**src/rtl/seven_seg_scan_ctrl.sv**
```systemverilog
// Time-multiplexed scan controller for a common-segment 7-segment display.
// Walks the digits through a BLANK gap and then a SHOW window. It drives one
// shared BCD decoder plus one-hot digit enables. A new digit word is only
// captured at the frame boundary, so a frame never mixes old and new digits.
module seven_seg_scan_ctrl #(
  parameter int NUM_DIGITS   = 4,
  parameter int REFRESH_DIV  = 1000,
  parameter int BLANK_CYCLES = 2
) (
  input  logic                      clk,
  input  logic                      rst,
  input  logic                      load_req,
  input  logic [4*NUM_DIGITS-1:0]   value,
  input  logic                      lz_suppress,
  output logic                      load_ack,
  output logic                      frame_tick,
  output logic [3:0]                bcd_out,
  output logic [NUM_DIGITS-1:0]     digit_en
);

  // One counter serves both phases, so size it for the longer of the two.
  localparam int CNT_MAX = (REFRESH_DIV > BLANK_CYCLES) ? REFRESH_DIV : BLANK_CYCLES;
  localparam int CNT_W   = (CNT_MAX > 1) ? $clog2(CNT_MAX) : 1;
  localparam int IDX_W   = $clog2(NUM_DIGITS);

  localparam logic [CNT_W-1:0] BLANK_LAST = CNT_W'(BLANK_CYCLES - 1);
  localparam logic [CNT_W-1:0] SHOW_LAST  = CNT_W'(REFRESH_DIV - 1);
  localparam logic [IDX_W-1:0] IDX_LAST   = IDX_W'(NUM_DIGITS - 1);

  typedef enum logic {ST_BLANK, ST_SHOW} state_t;

  state_t                   state_q, state_d;
  logic [IDX_W-1:0]         digit_idx_q, digit_idx_d;
  logic [CNT_W-1:0]         div_cnt_q, div_cnt_d;
  logic [4*NUM_DIGITS-1:0]  shadow_q, shadow_d;
  logic                     boundary;

  logic [NUM_DIGITS-1:0]    digit_en_q;
  logic [3:0]               bcd_out_q;
  logic                     load_ack_q;
  logic                     frame_tick_q;

  // Phase sequencing and capture of the displayed word at the frame boundary.
  always_comb begin
    state_d     = state_q;
    digit_idx_d = digit_idx_q;
    div_cnt_d   = div_cnt_q;
    shadow_d    = shadow_q;
    boundary    = 1'b0;
    case (state_q)
      ST_BLANK: begin
        if (div_cnt_q == BLANK_LAST) begin
          state_d   = ST_SHOW;
          div_cnt_d = '0;
        end else begin
          div_cnt_d = div_cnt_q + 1'b1;
        end
      end
      ST_SHOW: begin
        if (div_cnt_q == SHOW_LAST) begin
          state_d   = ST_BLANK;
          div_cnt_d = '0;
          if (digit_idx_q == IDX_LAST) begin
            digit_idx_d = '0;
            boundary    = 1'b1;
          end else begin
            digit_idx_d = digit_idx_q + 1'b1;
          end
        end else begin
          div_cnt_d = div_cnt_q + 1'b1;
        end
      end
      default: ;
    endcase
    // A request is serviced only if it is still present on the boundary edge.
    if (boundary && load_req) begin
      shadow_d = value;
    end
  end

  // Build the display code from the word that will be shown next cycle.
  // This way the first BLANK after a capture already presents the new digit 0.
  logic [3:0]            digit_arr [NUM_DIGITS];
  logic [NUM_DIGITS:0]   zero_from;
  logic [NUM_DIGITS-1:0] suppress_vec;
  logic [NUM_DIGITS-1:0] onehot_d;
  logic [3:0]            code_d;

  assign zero_from[NUM_DIGITS] = 1'b1;

  genvar gi;
  generate
    for (gi = 0; gi < NUM_DIGITS; gi++) begin : g_digit
      assign digit_arr[gi] = shadow_d[4*gi +: 4];
      // zero_from[i]: digits i..NUM_DIGITS-1 are all zero.
      assign zero_from[gi] = (shadow_d[4*gi +: 4] == 4'h0) && zero_from[gi+1];
      if (gi == 0) begin : g_lsd
        // The least significant digit always shows, so a zero value reads "0".
        assign suppress_vec[gi] = 1'b0;
      end else begin : g_upper
        assign suppress_vec[gi] = lz_suppress && zero_from[gi];
      end
    end
  endgenerate

  assign code_d   = suppress_vec[digit_idx_d] ? 4'hF : digit_arr[digit_idx_d];
  assign onehot_d = {{(NUM_DIGITS-1){1'b0}}, 1'b1} << digit_idx_d;

  // State registers and registered outputs, all derived from the next state.
  always_ff @(posedge clk) begin
    if (rst) begin
      state_q      <= ST_BLANK;
      digit_idx_q  <= '0;
      div_cnt_q    <= '0;
      shadow_q     <= '0;
      digit_en_q   <= '0;
      bcd_out_q    <= 4'hF;
      load_ack_q   <= 1'b0;
      frame_tick_q <= 1'b0;
    end else begin
      state_q      <= state_d;
      digit_idx_q  <= digit_idx_d;
      div_cnt_q    <= div_cnt_d;
      shadow_q     <= shadow_d;
      digit_en_q   <= (state_d == ST_SHOW) ? onehot_d : '0;
      bcd_out_q    <= code_d;
      load_ack_q   <= boundary && load_req;
      frame_tick_q <= boundary;
    end
  end

  assign digit_en   = digit_en_q;
  assign bcd_out    = bcd_out_q;
  assign load_ack   = load_ack_q;
  assign frame_tick = frame_tick_q;

endmodule

```
**config.mk**
```make
export PLATFORM = sky130hd
export DESIGN_NAME = seven_seg_scan_ctrl
export DESIGN_NICKNAME = d
export VERILOG_FILES = /design/src/rtl/seven_seg_scan_ctrl.sv
export SDC_FILE = /design/constraint.sdc
export NUM_CORES = 1
export LEC_CHECK = 0
export ABC_CLOCK_PERIOD_IN_PS = 7200
export CORE_UTILIZATION = 30
export CTS_CLUSTER_SIZE = 14
export DETAILED_ROUTE_END_ITERATION = 16
export PLACE_DENSITY_LB_ADDON = 0.12
export SLEW_MARGIN = 25
export SYNTH_ARGS = -nofsm -noshare
export SYNTH_HDL_FRONTEND = slang
export SYNTH_SLANG_ARGS = --single-unit
```
**constraint.sdc**
```tcl
create_clock -name clk -period 7.2 [get_ports clk]
set_clock_uncertainty 0.1 [all_clocks]
set_input_delay 2.16 -clock clk [delete_from_list [all_inputs] [get_ports clk]]
set_output_delay 2.16 -clock clk [all_outputs]
set_load 0.05 [all_outputs]
```
==> flow_summary.rst <==
.. list-table::
   :header-rows: 1

   * - Metric
     - Value
   * - Result of the run
     - finished clean
   * - Leakage power
     - 0.759 nW
   * - Count of inserted antenna diode cells
     - 0
   * - Hold EP
     - shadow_q[3]
   * - Synth-to-Final Area Change
     - 24.5%
   * - Chip Height
     - between 70 and 80 um
   * - CTS hold repair buffers
     - 0
   * - TritonCTS clock tree
     - built
   * - Placer's final routability congestion estimate
     - roughly 0.71
   * - Worst Reg2Reg Path Length in Cells
     - 6
   * - Vias in the first global route
     - 1349
   * - Clock net sink count
     - 39
   * - H-tree level count
     - 2
   * - Number of buffers on the longest clock path
     - 2
   * - Post-Synthesis Mean Instance Area
     - 8.48 um^2
   * - Path type of the worst min-delay path
     - reg2reg
   * - Cell types with the largest area share after synthesis
     - sky130_fd_sc_hd__dfxtp_1, sky130_fd_sc_hd__nand2_1, sky130_fd_sc_hd__nor2_1
   * - CTS clk-pin slew, worst paths
     - 0.07 ns
   * - Initial DRT Pass Iterations
     - 4
   * - Endpoint of the lowest-slack register-to-register path
     - bcd_out[3]
   * - Drt drc
     - 0
   * - Netlist cell types
     - 35
   * - Post-detailed-placement half-perimeter wirelength
     - 2720 um
   * - Max capacitance violation total
     - 0
   * - First-pass GRT wire length
     - ~6700 um
   * - Layout Nets
     - 250
   * - Via-per-instance ratio
     - 4.83
   * - Warnings from Yosys
     - 0
   * - Pins Over Slew Limit
     - 0
   * - Post-synth top area cell
     - sky130_fd_sc_hd__dfxtp_1
   * - Share of cells above drive strength 1
     - 0.0619
   * - Most frequently used cell type in the post-synthesis netlist
     - sky130_fd_sc_hd__dfxtp_1
   * - Final-report hold violation count
     - 0
   * - Fill cells
     - 587
   * - Pin count of the biggest net entering global routing
     - 25
   * - DRT antenna net count
     - 0
   * - Post-layout power
     - 0.000406 W
   * - Final critical-path share of the clock period
     - 0.590
   * - Core Box Area
     - 0.00547 mm^2
   * - Number of post-CTS setup repair buffers
     - 0
   * - Site Rows
     - 27
   * - Maximum net fanout on the critical path
     - 23
   * - Area taken by flip-flops and latches
     - 781 um^2
   * - Syn Std Cell Area
     - 0.00170 mm^2
   * - Main synth FF type
     - sky130_fd_sc_hd__dfxtp_1
   * - GRT Total Usage
     - 0.143
   * - Commonest cells post-synth
     - sky130_fd_sc_hd__dfxtp_1, sky130_fd_sc_hd__nand2_1, sky130_fd_sc_hd__nor2_1, sky130_fd_sc_hd__a21oi_1
   * - Yosys reg bits
     - 39
   * - Sum of negative setup slack
     - 0 ns
   * - Starting density of the core
     - 0.310
   * - Number of buffers added by the clock tree synthesis step
     - 5
   * - Worst Setup End Kind
     - flop
   * - IR drop worst, VDD
     - 0.0770 mV
   * - RSZ-0062 raised after global routing
     - false
   * - Slew margin rel.
     - 0.346
   * - Count of instances resized after the clock tree is built
     - 0
   * - Asr flop ratio synth
     - 0
   * - WHS Path Cells
     - 2
   * - Total number of vias
     - about 1400
   * - Number of port buffers
     - 29
   * - Top-Level Pins
     - 30
   * - Violation count after the first detailed-route iteration
     - 64
   * - Req. time, crit path
     - between 7 and 8 ns
   * - Die footprint
     - 0.00596 mm^2
   * - Number of standard cells after synthesis
     - 200
   * - Later-pin clock latency in the skew report
     - 0.29 ns
   * - Antenna violations before repair
     - 0
   * - Worst slew pin tran
     - 0.953 ns
   * - Startpoint type of the worst setup path
     - input pin
   * - Root Buffer
     - sky130_fd_sc_hd__clkbuf_8
   * - Net count after synthesis
     - 223
   * - Sequential share of the synthesized area
     - 0.460
   * - Total of endpoints with negative setup slack in the final report
     - 0
   * - Critical path class
     - in2reg
   * - Hold wc startpoint
     - shadow_q[3]
   * - Multi-input gate area
     - 867 um^2
   * - Arrival time of the worst setup path
     - 4.30 ns
   * - R2R setup slack
     - 4.37 ns
   * - Reg-to-reg critical path startpoint
     - div_cnt_q[0]
   * - Routed WL
     - 3920 um
   * - Routed length per instance
     - about 13 um
   * - FMAX
     - 235 MHz
   * - Sum of overflow across all layers after global routing
     - 0
   * - Crit path time final
     - 4.25 ns
   * - Power density over the cells
     - 192 mW/mm^2
   * - Horizontal die dimension
     - 77.2 um
   * - Post-synth EDFFs
     - 0
   * - Fraction of synthesized cell area taken by the top area cell type
     - 0.460
## placed cells by master (no fill, tap or decap), types with 3 or more instances in the layout
cell and instances:
sky130_fd_sc_hd__dfxtp_1 39, sky130_fd_sc_hd__or3_1 8, sky130_fd_sc_hd__nor4_1 6, sky130_fd_sc_hd__nor2_1 22, sky130_fd_sc_hd__o21ai_0 8, sky130_fd_sc_hd__clkdlybuf4s50_1 29
sky130_fd_sc_hd__nand4_1 3, sky130_fd_sc_hd__nand2_1 38, sky130_fd_sc_hd__ha_1 3, sky130_fd_sc_hd__nand3_1 7, sky130_fd_sc_hd__xnor2_1 3, sky130_fd_sc_hd__a21oi_1 16
sky130_fd_sc_hd__clkbuf_8 5, sky130_fd_sc_hd__mux2i_1 3, sky130_fd_sc_hd__o221ai_1 8, sky130_fd_sc_hd__xor2_1 5
## layer usage
metal	up-vias	track usage	share of wire
met3	6	0.0464	0.046
met5	-	0	0
met1	648	0.198	0.54
met2	30	0.203	0.39
met4	0	0.0528	0.015
li1	755	-	-
## metrics by stage
step | hold slack (ns) | std cells | cell area [um^2] | util | worst slack, ns
2_1_floorplan | 0.327 | 200 | 1700 | - | 3.38
3_3_place_gp | 0.341 | 292 | 2040 | 0.373 | 2.68
3_5_place_dp | 0.344 | 292 | 2040 | 0.373 | 2.66
4_1_cts | 0.353 | 298 | 2110 | 0.386 | 2.94
5_1_grt | 0.370 | 298 | 2110 | 0.386 | 2.84
6_report | 0.351 | 298 | 2110 | 0.386 | 2.95
## power breakdown
part | switching (W) | leakage [nW] | internal [W]
combinational | 0.0000234 | 0.405 | 0.0000194
clock | 0.0000714 | 0.0371 | 0.0000646
sequential | 0.00000528 | 0.316 | 0.000222
total | 0.000100 | 0.759 | 0.000306
## state kept, by name, summed over array words and instances (netlist names)
register / count
bcd_out: 4
digit_en: 4
digit_idx_q: 2
div_cnt_q: 10
frame_tick: 1
load_ack: 1
shadow_q: 16
state_q: 1
## worst max-delay path by stage
stage / from / end / slack, ns / depth (start not counted)
after floorplan: load_req / bcd_out[0] / 3.38 / 7
after global placement: load_req / bcd_out[1] / 2.68 / 7
after detailed placement: load_req / bcd_out[1] / 2.66 / 7
after CTS: load_req / bcd_out[1] / 2.94 / 7
after global routing: load_req / bcd_out[1] / 2.84 / 7
final: load_req / bcd_out[1] / 2.95 / 7
## worst max-delay path, cell delays in order
cell and delay, ns:
sky130_fd_sc_hd__clkdlybuf4s50_1 0.49, sky130_fd_sc_hd__nand2_1 0.06, sky130_fd_sc_hd__or4_4 0.64, sky130_fd_sc_hd__mux2_4 0.36, sky130_fd_sc_hd__a41o_1 0.24, sky130_fd_sc_hd__a21oi_2 0.19
sky130_fd_sc_hd__o221ai_1 0.15
## final cells by class
type | count | area share
timing repair buffer | 30 | 0.141
inverter | 1 | 0.00178
multi-input combinational | 150 | 0.411
sequential | 39 | 0.370
tap | 72 | 0.0427
clock buffer | 6 | 0.0344
## kinds of logic after synthesis
logic type | Yosys count | share of synthesized area
adder cells (fa/ha/maj) | 3 | 0.0221
XOR/XNOR | 8 | 0.0413
buffers and inverters | 11 | 0.0288
AO/OA/AOI/OAI | 37 | 0.136
multiplexers | 6 | 0.0420
flip-flops | 39 | 0.460
AND/OR/NAND/NOR | 96 | 0.270
No activity file was read; power rests on OpenSTA's default activity.
